[src/rtl/prefetch_fill.sv]
// rtl/prefetch_fill.sv - instruction prefetch filler, writer side of the byte-wide instruction queue
//
// Ports:
//   clock              single clock, all state on rising edge
//   reset              asynchronous, active-low
//   flush              one-cycle pulse: discard queue, restart fetching at flush_address
//   flush_address      new fetch address, sampled with flush
//   queue_free         free byte slots in the instruction queue
//   queue_write_enable queue write strobe, one byte per asserted cycle
//   queue_write_data   byte written to the queue
//   queue_clear        one-cycle queue clear pulse
//   bus_request        memory read request, held until bus_ready
//   bus_address        word-aligned read address
//   bus_ready          read completes this cycle, bus_read_data valid
//   bus_read_data      read word, low byte at the even address
module prefetch_fill #(
  parameter int WIDTH_ADDRESS = 20,
  parameter int QUEUE_DEPTH = 6,
  parameter logic [WIDTH_ADDRESS-1:0] RESET_ADDRESS = 20'hFFFF0,
  parameter int WIDTH_FREE = $clog2(QUEUE_DEPTH + 1)
) (
  input  logic                     clock,
  input  logic                     reset,
  input  logic                     flush,
  input  logic [WIDTH_ADDRESS-1:0] flush_address,
  input  logic [WIDTH_FREE-1:0]    queue_free,
  output logic                     queue_write_enable,
  output logic [7:0]               queue_write_data,
  output logic                     queue_clear,
  output logic                     bus_request,
  output logic [WIDTH_ADDRESS-1:0] bus_address,
  input  logic                     bus_ready,
  input  logic [15:0]              bus_read_data
);

  typedef enum logic [2:0] {
    IDLE,
    REQUEST,
    DRAIN,
    PUSH_LOW,
    PUSH_HIGH
  } state_t;

  localparam logic [WIDTH_FREE:0]    FREE_ONE = (WIDTH_FREE + 1)'(1);
  localparam logic [WIDTH_FREE:0]    FREE_TWO = (WIDTH_FREE + 1)'(2);
  localparam logic [WIDTH_ADDRESS-1:0] ADDRESS_ONE = WIDTH_ADDRESS'(1);

  state_t                     state;
  state_t                     state_next;
  logic [WIDTH_ADDRESS-1:0]   fetch_address;
  logic [WIDTH_ADDRESS-1:0]   fetch_next;
  logic [WIDTH_ADDRESS-1:0]   fetch_advance;
  logic [WIDTH_ADDRESS-1:0]   bus_address_next;
  logic [15:0]                data_latch;
  logic [15:0]                latch_next;
  logic                       clear_next;
  logic [WIDTH_FREE:0]        free_wide;
  logic                       room;

  // An odd fetch address only needs the high byte of its word, so one free
  // slot is enough; an even address brings in both bytes.
  assign free_wide = {1'b0, queue_free};
  assign room = fetch_address[0] ? (free_wide >= FREE_ONE) : (free_wide >= FREE_TWO);

  // Next word boundary; wraps modulo 2^WIDTH_ADDRESS.
  assign fetch_advance = {fetch_address[WIDTH_ADDRESS-1:1], 1'b1} + ADDRESS_ONE;

  always_ff @(posedge clock or negedge reset) begin
    if (!reset) begin
      state         <= IDLE;
      fetch_address <= RESET_ADDRESS;
      data_latch    <= 16'h0000;
      bus_address   <= '0;
      queue_clear   <= 1'b0;
    end else begin
      state         <= state_next;
      fetch_address <= fetch_next;
      data_latch    <= latch_next;
      bus_address   <= bus_address_next;
      queue_clear   <= clear_next;
    end
  end

  always_comb begin
    state_next       = state;
    fetch_next       = fetch_address;
    latch_next       = data_latch;
    bus_address_next = bus_address;
    clear_next       = flush;

    case (state)
      IDLE: begin
        if (flush) begin
          fetch_next = flush_address;
        end else if (room) begin
          state_next       = REQUEST;
          bus_address_next = {fetch_address[WIDTH_ADDRESS-1:1], 1'b0};
        end
      end

      REQUEST: begin
        if (flush) begin
          // A started bus cycle must run to completion; if it has not
          // finished yet, wait for it in DRAIN and throw the word away.
          fetch_next = flush_address;
          state_next = bus_ready ? IDLE : DRAIN;
        end else if (bus_ready) begin
          latch_next = bus_read_data;
          state_next = fetch_address[0] ? PUSH_HIGH : PUSH_LOW;
        end
      end

      DRAIN: begin
        if (flush) begin
          fetch_next = flush_address;
        end else if (bus_ready) begin
          state_next = IDLE;
        end
      end

      PUSH_LOW: begin
        if (flush) begin
          fetch_next = flush_address;
          state_next = IDLE;
        end else begin
          state_next = PUSH_HIGH;
        end
      end

      PUSH_HIGH: begin
        if (flush) begin
          fetch_next = flush_address;
        end else begin
          fetch_next = fetch_advance;
        end
        state_next = IDLE;
      end

      default: begin
        state_next = IDLE;
      end
    endcase
  end

  // Outputs decoded from state only, so no input reaches an output
  // without passing through a register.
  always_comb begin
    bus_request        = (state == REQUEST) || (state == DRAIN);
    queue_write_enable = (state == PUSH_LOW) || (state == PUSH_HIGH);
    queue_write_data   = 8'h00;
    if (state == PUSH_LOW) begin
      queue_write_data = data_latch[7:0];
    end else if (state == PUSH_HIGH) begin
      queue_write_data = data_latch[15:8];
    end
  end

endmodule

[config.mk]
export PLATFORM = sky130hd
export DESIGN_NAME = prefetch_fill
export DESIGN_NICKNAME = d
export VERILOG_FILES = /design/src/rtl/prefetch_fill.sv
export SDC_FILE = /design/constraint.sdc
export NUM_CORES = 1
export LEC_CHECK = 0
export CAP_MARGIN = 40
export CORE_UTILIZATION = 44
export DETAILED_ROUTE_END_ITERATION = 12
export PLACE_DENSITY = 0.84
export SLEW_MARGIN = 20
export SYNTH_ARGS = -nofsm -noshare
export SYNTH_HDL_FRONTEND = slang
export SYNTH_SLANG_ARGS = --single-unit
[constraint.sdc]
create_clock -name clock -period 1.9 [get_ports clock]
set_input_delay 0.38 -clock clock [delete_from_list [all_inputs] [get_ports clock]]
set_output_delay 0.38 -clock clock [all_outputs]
set_load 0.01 [all_outputs]
==> out/metrics.cfg <==
[flow_run]
maxCapViolCount = 0

[worst_setup_path]
required_ns = 1.52
cp.arrival_ns = 1.67
setup.worst_path.start_class = flip-flop
timing.setup.critical_path_class = reg2out
cp_max_fo = 4
max_stage_delay_ns = 0.45
worstSetupEndpointType = output port
cp_max_stage_cell = dfrtp_2
crit_chain = nor3b_4, buf_6, buf_6, buf_6, a22o_1, buf_2
crit_path_most_repeated_cell = buf_6
r2r.worst_path.cells = 7

[logic_synthesis]
synth-seq-area-share_pct = 50.4
post-synth-top-count-cell = dfrtp_1
postSynthCellCount = 262
synth.top_cell.area_share_pct = 36.3
synth-seq-cells = 59
net_count_synth = 306
post_synth_most_frequent_cells = 43 x dfrtp_1, 27 x mux2_2, 18 x a21oi_1, 17 x nor2_1, 16 x dfstp_2
syn_area_um2 = 2970
synth.avg_cell_area_um2 = 11.3
postSynth.topFlopCell = dfrtp_1
synth.area.top_cells = dfrtp_1 36%, dfstp_2 14%, mux2_2 10%, mux2_4 5.1%, a21oi_1 3.0%
yosysWarnings = 0
netlist-cell-type-count = 49
synth_async_sr_flop_share_pct = 100
synth.largest_area_cell = dfrtp_1
synth_enable_flop_cells = 0

[grt]
grt.total_usage_pct = 25.4
grt_antenna_before_repair = 0
vias_in_the_first_global_route = 2719
grt_max_degree = 60
grt.overflow.total = 0
first_pass_grt_wire_length_um = 13700

[clocking]
clock_path_buffers = 2
cts_max_level = 3
clock_pin_slew_of_the_registers_on_the_worst_case_setup_and_hold_paths_ns = 0.07
root_buffer = clkbuf_8
tritoncts.num_buffers = 9
tritoncts = done
cts_sinks = 59
clkLatencyLatePin_ns = 0.34

[routing]
num_vias = 2756
post_detailed_route_via_to_cell_ratio = 5.91
post_drt_wl_per_cell_um = 19.0
final_antenna_net_count = 0
drc_errors = 4
drt_iter0_drc = 241
drt_wl_total_um = 8860
dr.pass1.iters = 8

[floorplan]
die-height_um = 84.1
initial_utilization_pct = 46.2
chipWidth_um = 84.1
placementRows = 29
ioPinCount = 74
placeableCoreArea_um2 = 6420
die-area_um2 = 7080

[finish]
insertedDiodeCount = 0
post_route_cells_drive_above_1_share_pct = 40.1
ff_latch_area_um2 = 1500
fill_cells = 446
multiInputGateArea_um2 = 1440
final_cells = 466
layout-area-overhead-vs-synth_pct = 50.1
final_nets = 428

[placed_design]
dpl_worst_slack_ns = -0.341
placement.io_buffers = 72
gp_congestion = 0.903
dpl.hpwl_um = 5600
place_inst = 434

[sta]
report.final.hold_viol_count = 0
setup-tns-final_ns = -0.812
fin_hold_ws_ns = 0.0319
post-route-worst-setup-slack_ns = -0.147
grt_setup_unrepaired = yes
finClkSkew_ns = 0.0100
setup_viol = 20
finalMaxSlewViolations = 0
post-route-min-period_ns = 2.05
post-route-period-util_pct = 108
fmax_mhz = 488

[status]
failed_checks = DRC, setup timing
status = complete, but fails checks

[power]
power_density_nw_per_um2 = 1270
ir_drop_uv = 661
power_leakage_nw = 1.90

[worst_hold_path]
timing.hold.worst.class = in2async

## metrics by stage
| stage | power, W | instance area (µm²) | util (%) |
|---|---|---|---|
| 2_1_floorplan | 0.00316 | 2970 | - |
| 3_3_place_gp | 0.00405 | 4010 | 62.4 |
| 3_5_place_dp | 0.00416 | 4010 | 62.4 |
| 4_1_cts | 0.00543 | 4290 | 66.9 |
| 5_1_grt | 0.00593 | 4450 | 69.4 |
| 6_report | 0.00564 | 4450 | 69.4 |
## worst paths after layout
kind,start,endpoint,slack [ns]
setup / recovery,state[0]$_DFFE_PN0P_,queue_write_data[0],-0.15
min in group clock,bus_address[6]$_DFFE_PN0P_,bus_address[6]$_DFFE_PN0P_,0.51
setup reg to reg,state[2]$_DFFE_PN0P_,bus_address[5]$_DFFE_PN0P_,-0.03
hold reg to reg,bus_address[6]$_DFFE_PN0P_,bus_address[6]$_DFFE_PN0P_,0.51
hold / removal,reset,data_latch[12]$_DFFE_PN0P_,0.03
max in group asynchronous,reset,fetch_address[9]$_DFFE_PN1P_,1.55
## placed cells by master, fill, tap and decap left out, types with 5 or more instances in the layout
master	instances
nor2_1	16
dfrtp_1	41
a21oi_1	18
inv_1	7
buf_6	16
dfstp_2	16
mux2_4	18
o21ai_0	7
buf_4	36
clkbuf_8	11
a22o_1	8
nand2_1	13
mux2_2	19
o22ai_1	8
nand4_1	5
clkdlybuf4s50_1	61
buf_2	9
nand3_1	7
## power breakdown
group / total [W] / switching [W] / internal [W]
registers: 0.00213 / 0.000349 / 0.00178
logic: 0.00234 / 0.000941 / 0.00140
clock network: 0.00116 / 0.000487 / 0.000677
total: 0.00564 / 0.00178 / 0.00386
## metal layers
| metal | up-vias | track usage [%] | wire, µm |
|---|---|---|---|
| li1 | 1227 | - | - |
| met1 | 1381 | 32.7 | 3680 |
| met2 | 127 | 42.2 | 4440 |
| met3 | 21 | 4.82 | 488 |
| met4 | 0 | 10.5 | 250 |
| met5 | - | 0 | 0 |
## kinds of logic (layout without fill, tap and decap cells)
| logic type | after synthesis | in the layout | share of synthesized area [%] |
|---|---|---|---|
| DFF | 59 | 59 | 50.4 |
| buffers and inverters | 23 | 150 | 4.43 |
| other | 1 | 1 | 0.126 |
| adders and majority gates | 1 | 1 | 0.422 |
| AOI/OAI and AO/OA | 67 | 67 | 15.4 |
| and+or+nand+nor | 74 | 74 | 13.9 |
| muxes | 37 | 37 | 15.3 |
## flip-flops by register name, indices dropped and copies added, names as in the netlist
| register | cells |
|---|---|
| bus_address | 19 |
| data_latch | 16 |
| fetch_address | 20 |
| queue_clear | 1 |
| state | 3 |
## repair_timing
action / in CTS / in global routing
buffers inserted: 8 / 6
setup endpoints to repair: 17 / 43
pin swaps: 7 / 6
cloned: 1 / 1
hold buffers: 0 / 0
resized for setup: 58 / 29
## final cells by class
type | count | area share (%)
well taps | 77 | 2.16
clock inverters | 2 | 0.787
flip-flops and latches | 59 | 33.7
clock buffers | 14 | 3.65
repair buffers | 127 | 26.8
multi-input cells | 180 | 32.4
inverters | 7 | 0.590
## worst max-delay path: cells and delay by family (launching register included)
family	cells	cell delay, ns
buffers and inverters	4	0.49
DFF	1	0.45
and+or+nand+nor	1	0.25
AOI/OAI and AO/OA	1	0.13
Power figures use the tool's default switching activity.
